[config.mk]
export PLATFORM = sky130hd
export DESIGN_NAME = transmit_code_group
export DESIGN_NICKNAME = d
export VERILOG_FILES = /design/src/rtl/pcs_pkg.sv /design/src/rtl/encoder_8b10b.sv /design/src/rtl/transmit_code_group.sv
export SDC_FILE = /design/constraint.sdc
export NUM_CORES = 1
export LEC_CHECK = 0
export CORE_UTILIZATION = 40
export DETAILED_ROUTE_END_ITERATION = 10
export PLACE_DENSITY = 0.66
export SLEW_MARGIN = 20
export SYNTH_ARGS = -nofsm -noshare
export SYNTH_HDL_FRONTEND = slang
export SYNTH_HIERARCHICAL = 1
export SYNTH_SLANG_ARGS = --single-unit
[constraint.sdc]
create_clock -name GTX_CLK -period 4.56 [get_ports GTX_CLK]
set_input_delay 0.684 -clock GTX_CLK [delete_from_list [all_inputs] [get_ports GTX_CLK]]
set_output_delay 0.684 -clock GTX_CLK [all_outputs]
set_load 0.05 [all_outputs]
[src/rtl/pcs_pkg.sv]
// Shared constants for the PCS transmit path: ordered-set codes,
// special-character octets and the code-group FSM state encoding.
package pcs_pkg;

    // Ordered-set codes presented by the ordered-set transmitter
    localparam int unsigned OS_T  = 1;
    localparam int unsigned OS_R  = 2;
    localparam int unsigned OS_I  = 3;
    localparam int unsigned OS_D  = 4;
    localparam int unsigned OS_S  = 5;
    localparam int unsigned OS_V  = 6;
    localparam int unsigned OS_LI = 7;

    // Special-character octets (encoded with is_k set)
    localparam logic [7:0] K28_5 = 8'hBC;
    localparam logic [7:0] K23_7 = 8'hF7;
    localparam logic [7:0] K27_7 = 8'hFB;
    localparam logic [7:0] K29_7 = 8'hFD;
    localparam logic [7:0] K30_7 = 8'hFE;

    // Second octet of /I1/ and /I2/
    localparam logic [7:0] D5_6  = 8'hC5;
    localparam logic [7:0] D16_2 = 8'h50;

    typedef enum logic [1:0] {
        SET_START = 2'd0,
        IDLE_I1   = 2'd1,
        IDLE_I2   = 2'd2
    } tx_state_e;

endpackage

[src/rtl/encoder_8b10b.sv]
// Combinational 8B/10B encoder. Code bit 9 is 'a' (sent first), bit 0 is 'j'.
// The RD- form of each sub-block is tabulated; the RD+ form is derived by
// complementing where the code is disparity-dependent.
module encoder_8b10b (
    input  logic [7:0] data,
    input  logic       is_k,
    input  logic       rd_in,
    output logic [9:0] code,
    output logic       rd_out
);

    logic [4:0] x;
    logic [2:0] y;
    logic       k28;
    logic [5:0] six_neg;
    logic [5:0] six;
    logic       six_unbal;
    logic       rd_mid;
    logic [3:0] four_neg;
    logic [3:0] four;
    logic       four_unbal;
    logic       use_a7;

    assign x   = data[4:0];
    assign y   = data[7:5];
    assign k28 = is_k && (x == 5'd28);

    // 5b/6b sub-block; D.07 is balanced but still has two forms
    always_comb begin
        six_neg = 6'b000000;
        case (x)
            5'd0:  six_neg = 6'b100111;
            5'd1:  six_neg = 6'b011101;
            5'd2:  six_neg = 6'b101101;
            5'd3:  six_neg = 6'b110001;
            5'd4:  six_neg = 6'b110101;
            5'd5:  six_neg = 6'b101001;
            5'd6:  six_neg = 6'b011001;
            5'd7:  six_neg = 6'b111000;
            5'd8:  six_neg = 6'b111001;
            5'd9:  six_neg = 6'b100101;
            5'd10: six_neg = 6'b010101;
            5'd11: six_neg = 6'b110100;
            5'd12: six_neg = 6'b001101;
            5'd13: six_neg = 6'b101100;
            5'd14: six_neg = 6'b011100;
            5'd15: six_neg = 6'b010111;
            5'd16: six_neg = 6'b011011;
            5'd17: six_neg = 6'b100011;
            5'd18: six_neg = 6'b010011;
            5'd19: six_neg = 6'b110010;
            5'd20: six_neg = 6'b001011;
            5'd21: six_neg = 6'b101010;
            5'd22: six_neg = 6'b011010;
            5'd23: six_neg = 6'b111010;
            5'd24: six_neg = 6'b110011;
            5'd25: six_neg = 6'b100110;
            5'd26: six_neg = 6'b010110;
            5'd27: six_neg = 6'b110110;
            5'd28: six_neg = 6'b001110;
            5'd29: six_neg = 6'b101110;
            5'd30: six_neg = 6'b011110;
            default: six_neg = 6'b101011;
        endcase
        if (k28) begin
            six_neg = 6'b001111;
        end
        six_unbal = ($countones(six_neg) != 3);
        six       = (rd_in && (six_unbal || x == 5'd7)) ? ~six_neg : six_neg;
        rd_mid    = rd_in ^ six_unbal;
    end

    // 3b/4b sub-block, including the alternate D.x.A7 form that avoids runs of five
    always_comb begin
        four_neg   = 4'b0000;
        use_a7     = (!rd_mid && (x == 5'd17 || x == 5'd18 || x == 5'd20)) ||
                     ( rd_mid && (x == 5'd11 || x == 5'd13 || x == 5'd14));
        four_unbal = (y == 3'd0) || (y == 3'd4) || (y == 3'd7);
        if (is_k) begin
            case (y)
                3'd0: four_neg = 4'b1011;
                3'd1: four_neg = 4'b0110;
                3'd2: four_neg = 4'b1010;
                3'd3: four_neg = 4'b1100;
                3'd4: four_neg = 4'b1101;
                3'd5: four_neg = 4'b0101;
                3'd6: four_neg = 4'b1001;
                default: four_neg = 4'b0111;
            endcase
            four = rd_mid ? ~four_neg : four_neg;
        end else begin
            case (y)
                3'd0: four_neg = 4'b1011;
                3'd1: four_neg = 4'b1001;
                3'd2: four_neg = 4'b0101;
                3'd3: four_neg = 4'b1100;
                3'd4: four_neg = 4'b1101;
                3'd5: four_neg = 4'b1010;
                3'd6: four_neg = 4'b0110;
                default: four_neg = use_a7 ? 4'b0111 : 4'b1110;
            endcase
            four = (rd_mid && (four_unbal || y == 3'd3)) ? ~four_neg : four_neg;
        end
        rd_out = rd_mid ^ four_unbal;
        code   = {six, four};
    end

endmodule

[src/rtl/transmit_code_group.sv]
// PCS transmit code-group machine: turns ordered-set codes into 10-bit code
// groups, tracks running disparity and even/odd position, and reports the
// last code group of each ordered set back to the ordered-set transmitter.
//
// state     | meaning
// ----------+---------------------------------------------------------------
// SET_START | sample tx_o_set/TXD, send a one-group set or the K28.5 of /I/
// IDLE_I1   | second group of /I1/ (D5.6), K28.5 was sent from RD+
// IDLE_I2   | second group of /I2/ (D16.2), K28.5 was sent from RD-
module transmit_code_group
    import pcs_pkg::*;
#(
    parameter int OSET_W = 7
) (
    input  logic              GTX_CLK,
    input  logic              mr_main_reset,
    input  logic [OSET_W-1:0] tx_o_set,
    input  logic [7:0]        TXD,
    output logic [9:0]        tx_code_group,
    output logic              tx_even,
    output logic              TX_OSET_indicate,
    output logic              running_disparity
);

    tx_state_e  state_q, state_d;
    logic [9:0] code_q;
    logic       even_q, even_d;
    logic       ind_q, ind_d;
    logic       rd_q;
    logic [7:0] enc_data;
    logic       enc_k;
    logic [9:0] enc_code;
    logic       enc_rd;

    encoder_8b10b u_enc (
        .data   (enc_data),
        .is_k   (enc_k),
        .rd_in  (rd_q),
        .code   (enc_code),
        .rd_out (enc_rd)
    );

    // Next state and the octet to encode; unknown codes fall back to /V/
    always_comb begin
        state_d  = state_q;
        even_d   = even_q;
        ind_d    = 1'b0;
        enc_data = K30_7;
        enc_k    = 1'b1;
        case (state_q)
            SET_START: begin
                even_d = ~even_q;
                ind_d  = 1'b1;
                if (tx_o_set == OSET_W'(OS_S)) begin
                    enc_data = K27_7;
                end else if (tx_o_set == OSET_W'(OS_T)) begin
                    enc_data = K29_7;
                end else if (tx_o_set == OSET_W'(OS_R)) begin
                    enc_data = K23_7;
                end else if (tx_o_set == OSET_W'(OS_D)) begin
                    enc_data = TXD;
                    enc_k    = 1'b0;
                end else if (tx_o_set == OSET_W'(OS_I) || tx_o_set == OSET_W'(OS_LI)) begin
                    enc_data = K28_5;
                    even_d   = 1'b1;
                    ind_d    = 1'b0;
                    state_d  = rd_q ? IDLE_I1 : IDLE_I2;
                end
            end
            IDLE_I1: begin
                enc_data = D5_6;
                enc_k    = 1'b0;
                even_d   = 1'b0;
                ind_d    = 1'b1;
                state_d  = SET_START;
            end
            IDLE_I2: begin
                enc_data = D16_2;
                enc_k    = 1'b0;
                even_d   = 1'b0;
                ind_d    = 1'b1;
                state_d  = SET_START;
            end
            default: begin
                state_d = SET_START;
            end
        endcase
    end

    // Register the code group, disparity and handshake outputs every clock
    always_ff @(posedge GTX_CLK or negedge mr_main_reset) begin
        if (!mr_main_reset) begin
            state_q <= SET_START;
            code_q  <= 10'h000;
            even_q  <= 1'b0;
            ind_q   <= 1'b0;
            rd_q    <= 1'b0;
        end else begin
            state_q <= state_d;
            code_q  <= enc_code;
            even_q  <= even_d;
            ind_q   <= ind_d;
            rd_q    <= enc_rd;
        end
    end

    assign tx_code_group     = code_q;
    assign tx_even           = even_q;
    assign TX_OSET_indicate  = ind_q;
    assign running_disparity = rd_q;

endmodule

# After elaboration in Yosys (flattened, before gate mapping)
# Memory sizes are Yosys's and may differ from the RTL's.
# Index checks and enable logic that the tools add are counted.
# totals
wordCells,107
mem_bits_ro,192
register_bits,15
n_memories,1
# mem_list
name,depth,width,rd,rd_ports_with_merged_regs,wr,line_no,rtl
(no name shown),32,6,1,0,0,encoder_8b10b.sv:31,case (x)
# op_classes
bitwise_logic,6
addsub,5
n_mux,40
reduce_logical,21
eq_ne,29
# op_table
op,n
32-bit adder,2
4-bit one-hot mux with 7 select lines,2
8-bit 2-to-1 mux,4
32-bit by 3-bit inequality test with 1-bit output (second input constant),1
4-bit 2-to-1 mux,6
8-bit one-hot mux with 3 select lines,1
7-bit by 3-bit equality test with 1-bit output (second input constant),3
5-bit equality test (second input constant),4
5-bit by 4-bit equality test with 1-bit output (second input constant),3
7-bit by 2-bit equality test with 1-bit output (second input constant),2
1-bit 2-to-1 mux,14
2-bit 2-to-1 mux,7
3-bit equality test (second input constant),4
6-bit 2-to-1 mux,2
1-bit logical OR,10
2-bit inequality test (second input constant),5
4-bit inverter,2
7-bit by 1-bit equality test with 1-bit output (second input constant),1
7-bit 2-to-1 mux,1
1-bit by 1-bit adder with 2-bit output,3
3-bit by 2-bit equality test with 1-bit output (second input constant),2
6-bit inverter,1
1-bit one-hot mux with 2 select lines,3
5-bit by 3-bit equality test with 1-bit output (second input constant),1
12 further kinds,17

# Logic depth before layout (Yosys ltp)
# depth
ltp_word,25
ltp_mapped,23
depth_no_buf,22

# Hierarchy
# The synthesis kept the hierarchy.
# modules_own_cells
module,seq_area_each_um2,cells_each,n_inst,area_per_inst_um2
encoder_8b10b,0.0,117,1,903.4
transmit_code_group,375.4,66,1,747.0

# Least setup slack after synthesis
# No wires, ideal clock.
# synth_timing
kind,input port to flip-flop
from,input port tx_o_set[1]
to,register code_q[3] (netlist: tx_code_group[3])
path_slack_ns,-0.573
cell_stages,21
arrival_ns,5.009
path_cell_list,nand2b_4 mux2_1 a31oi_1 inv_1 ha_1 mux2i_1 a21oi_1 nor2_1 a31oi_4 fa_1 inv_1 fa_1 ha_1 inv_1 fa_1 nand3b_4 xnor2_2 buf_4 o211ai_1 nand2_1 o31a_1
# synth_between
elab_chain_len,25
elab_cells_between_ends,65
cone_classes,add/sub: 5; eq/ne: 21; mux: 20; bitwise: 3; reduce/logical: 15; memory: 1
# synth_rtl
item,line_no,rtl
from (decl),transmit_code_group.sv:17,"input logic [OSET_W-1:0] tx_o_set,"
7-bit by 2-bit equality test with 1-bit output or 7-bit by 3-bit equality test with 1-bit output (tied branches),transmit_code_group.sv:63,end else if (tx_o_set == OSET_W'(OS_I) || tx_o_set == OSET_W'(OS_LI)) begin
1-bit logical OR,transmit_code_group.sv:63,
7-bit 2-to-1 mux,transmit_code_group.sv:63,
8-bit 2-to-1 mux,transmit_code_group.sv:60,end else if (tx_o_set == OSET_W'(OS_D)) begin
8-bit 2-to-1 mux,transmit_code_group.sv:58,end else if (tx_o_set == OSET_W'(OS_R)) begin
8-bit 2-to-1 mux,transmit_code_group.sv:56,end else if (tx_o_set == OSET_W'(OS_T)) begin
8-bit 2-to-1 mux (*),transmit_code_group.sv:54,if (tx_o_set == OSET_W'(OS_S)) begin
8-bit one-hot mux with 3 select lines (*),transmit_code_group.sv:50,case (state_q)
via enc_data[1],transmit_code_group.sv:30,logic [7:0] enc_data;
branches (longest 16 deep; another with 32-bit adder),-,
4-bit 2-to-1 mux (*),encoder_8b10b.sv:79,if (is_k) begin
via enc_code[3],transmit_code_group.sv:32,logic [9:0] enc_code;
to (signal assigned),transmit_code_group.sv:100,code_q <= enc_code;
to (decl),transmit_code_group.sv:26,logic [9:0] code_q;
# Mark *: on every way through the listed nets, which the timed path passes. The select of a mux whose other input is x is not followed.
# A chain may end at the register's enable or synchronous reset.

# Worst setup path after layout
# layout_timing
from,input port tx_o_set[3]
to,register code_q[3] (netlist: tx_code_group[3])
# layout_between
elab_cells_between_ends,65
cone_classes,add/sub: 5; eq/ne: 21; mux: 20; bitwise: 3; reduce/logical: 15; memory: 1
# layout_lines
item,line_no
7-bit by 3-bit equality test with 1-bit output,transmit_code_group.sv:60
8-bit 2-to-1 mux,transmit_code_group.sv:60
8-bit 2-to-1 mux,transmit_code_group.sv:58
8-bit 2-to-1 mux,transmit_code_group.sv:56
8-bit 2-to-1 mux (*),transmit_code_group.sv:54
8-bit one-hot mux with 3 select lines (*),transmit_code_group.sv:50
via enc_data[3],transmit_code_group.sv:30
branches (longest 16 deep; another with 32-bit adder),-
4-bit 2-to-1 mux (*),encoder_8b10b.sv:79
via enc_code[3],transmit_code_group.sv:32
# Marks and branches as above.

==> key figures <==
Run status
  – Status: complete, but fails checks
  – Failing checks: setup timing

Placed design
  – Hpwl dp: roughly 3.7 mm
  – Port Buffer Count: 29
  – RD Place Congestion: approximately 0.84
  – Placed cell count: about 300

Global route
  – Total gr overflow: 0
  – Largest net degree at the start of global routing: 16
  – Number of global-route vias before repair: 1754
  – Global-route wire length before repair: 7.85 mm
  – GRT Overall Usage: 23.1%
  – Antenna violations before repair: 0

Drt
  – Initial DRC Count: 121
  – # DRC: 0
  – Antenna Violating Nets Remaining: 0
  – Wire per inst: about 15 um
  – Via count: about 1.7k
  – Pre-Repair DR Iteration Count: 4
  – WL final: around 4.9 mm
  – Vias per cell: about 5.3

Setup path
  – Worst path max stage delay: about 0.57 ns
  – Crit-path cells: buf_8 > or4_4 > nor3b_4 > a21oi_4 > buf_4 > buf_6 > mux2i_1 > o21ai_1 > o311a_1 > fa_1 > inv_2 > fa_1 > ha_2 > inv_2 > fa_1 > nand3b_4 > xnor2_2 > buf_4 > o211ai_1 > nand2_1 > o31a_1
  – CP Launch Type: input port
  – Critical Path AT: around 5.1 ns
  – Slowest CP cell: or4_4
  – Delay-heaviest family, CP: adder cells
  – CP Max Fanout: 6
  – Crit path top cell by count: fa_1
  – Setup Crit Path Kind: input port to flop
  – CP Capture Type: flop
  – Worst EP required: ~4.7 ns
  – CP Buf/Inv Count: 6
  – Reg2reg setup slack: -0.23 ns

Yosys
  – Mapped Nets: 214
  – Syn Area/Cell: roughly 9.0 um2
  – Synth warnings: 6
  – Asr flop ratio synth: 100%
  – Netlist cell types: 58
  – Main synth FF type: dfrtp_1
  – Post-Syn Area: 1650 um2
  – FF+latch count, synth: 15
  – Register area share after synthesis: a little under a quarter
  – Synthesized instance count: 183
  – EDFF count, synth: 0

CTS
  – TritonCTS Buffers: 3
  – H-tree depth: 1
  – Worst-Skew Late Latency: about 0.24 ns
  – CTS tree: built
  – Sink Count: 15
  – Clock buffer depth: 2
  – CTS Root Cell: clkbuf_8
  – Reg clk slew, reported paths: approximately 0.06 ns

Floorplan
  – Core ar.: roughly 3800 um2
  – Row cnt: 22
  – Die height: about 66 um
  – Die area: 4390 um2
  – I/O pin count: 30
  – Starting density of the core: a little over two fifths
  – Die Wd: 66.2 um

Cells and area
  – Area Overhead vs Synth: 65.2%
  – Share of layout cells above drive strength 1: approximately 48%
  – Fin nets: between 300 and 400
  – Layout fillers: roughly 260
  – Final std cells w/o fill: ~330
  – # diodes: 0

Timing
  – Worst hold margin: about 0.55 ns
  – Final min period: 4.92 ns
  – Final count of hold timing violations: 0
  – Worst clock skew: 0.00594 ns
  – Setup violators final: 11
  – Slew HR: between 30% and 40%
  – Slew @ Worst Pin: just over 1 ns
  – Final period util: 108%
  – Final Max Tran Viols: 0
  – PnR worst setup slack: -0.364 ns
  – Unrepaired setup endpoints after global routing: yes
  – Max Fclk: 203 MHz

Worst hold path
  – Min-delay worst type: flop to flop

Job
  – Max-Cap Viols: 0
logic make-up (layout without fill, tap and decap cells):
kind of cell / Yosys count / after routing / share of synthesized area, %
buf+inv: 26 / 124 / 8.11
simple gates: 58 / 58 / 23.7
flops: 15 / 15 / 22.7
compound gates: 53 / 53 / 23.3
mux: 7 / 7 / 4.40
xor+xnor: 10 / 10 / 5.76
fa+ha+maj: 14 / 14 / 12.0
per-layer routing:
layer / share of wire [%] / vias to the layer above / track usage (%)
met4: 0.62 / 0 / 5.85
met2: 54 / 42 / 42.2
met1: 43 / 846 / 28.8
li1: - / 849 / -
met3: 2.1 / 2 / 1.90
met5: 0 / - / 0
timing repair:
| item | 4_1_cts | 5_1_grt |
|---|---|---|
| gates resized for setup | 59 | 15 |
| pin swaps | 30 | 17 |
| setup endpoints to repair | 11 | 11 |
| hold buffers | 0 | 0 |
| setup buffers | 14 | 9 |
registers in the layout (all words and copies together), names as in the netlist:
register / count
tx_code_group: 10
tx_even: 1
running_disparity: 1
TX_OSET_indicate: 1
state_q: 2
final timing paths:
check,start,endpoint,cells past startpoint
max reg2reg,state_q[0],tx_code_group[3],23
max,tx_o_set[3],tx_code_group[3],21
max in group asynchronous,mr_main_reset,tx_code_group[0],1
min reg2reg,tx_even,tx_even,1
min in group asynchronous,mr_main_reset,running_disparity,1
min,tx_even,tx_even,1
worst register-to-register path, cell delays in order, from the launching register on:
cell and delay, ns:
dfrtp_1 0.35, inv_1 0.06, ha_1 0.29, inv_1 0.06, nor2_2 0.26, a31oi_4 0.09, inv_2 0.10, buf_4 0.12
ha_4 0.13, buf_6 0.10, mux2i_1 0.06, o311a_1 0.37, fa_1 0.50, inv_2 0.04, fa_1 0.51, ha_2 0.17
inv_2 0.03, fa_1 0.44, nand3b_4 0.18, xnor2_2 0.15, buf_4 0.15, o211ai_1 0.21, nand2_1 0.08, o31a_1 0.23
cell usage after synthesis, types with 2 or more instances:
library cell	count	share of area, %
o211ai_1	3	1.4
buf_4	2	0.91
xor2_1	4	2.1
mux2i_1	5	3.0
a21oi_1	14	4.2
buf_2	5	1.5
nor3b_1	2	0.91
xnor2_1	5	2.7
dfrtp_1	15	23
nand4_1	2	0.76
inv_1	13	3.0
nor3b_2	2	1.5
nor4_4	3	3.9
buf_6	3	2.0
nand2_1	14	3.2
nor3_2	2	1.2
and3_1	2	0.76
nor2_2	3	1.1
ha_1	11	8.3
clkbuf_1	2	0.46
nand3_1	3	0.91
nand2b_1	3	1.1
nor2b_1	2	0.76
o21ai_0	3	0.91
nor2_1	13	3.0
a31oi_1	5	1.9
o21ai_1	9	2.7
fa_1	3	3.6
cell type report:
| cell class | instances | area [um2] | share of cell area [%] |
|---|---|---|---|
| clock buffers | 4 | 45.0 | 1.65 |
| well taps | 48 | 60.1 | 2.20 |
| repair buffers | 106 | 898 | 33.0 |
| multi-input cells | 142 | 1290 | 47.4 |
| flip-flops and latches | 15 | 375 | 13.8 |
| inverters | 14 | 55.1 | 2.02 |
cells in the final DEF, fill, tap and decap left out, types with 3 or more instances in the layout:
master	count
buf_4	65
clkdlybuf4s50_1	20
dfrtp_1	15
buf_6	14
nand2_1	13
a21oi_1	11
nor2_1	11
inv_1	8
o21ai_1	7
ha_1	7
nor2_2	5
inv_2	5
mux2i_1	5
nor4_4	4
a31oi_1	4
o21ai_2	3
clkbuf_8	3
clkbuf_2	3
nand3_1	3
o211ai_1	3
xor2_1	3
xnor2_1	3
xnor2_2	3
fa_1	3
metrics by stage:
step	instance area (um2)	TNS (ns)	worst slack [ns]	utilization (%)
floorplan	1700	-1.11	-0.350	-
global placement	2370	-7.90	-0.922	62.5
detailed placement	2370	-9.49	-1.06	62.5
CTS	2650	-2.88	-0.466	69.7
global route	2730	-4.35	-0.563	71.8
finish	2730	-2.53	-0.364	71.8
Power is left out: the tool's default activity adds up to more than one toggle a clock period on the data nets, which glitch-free logic cannot reach.
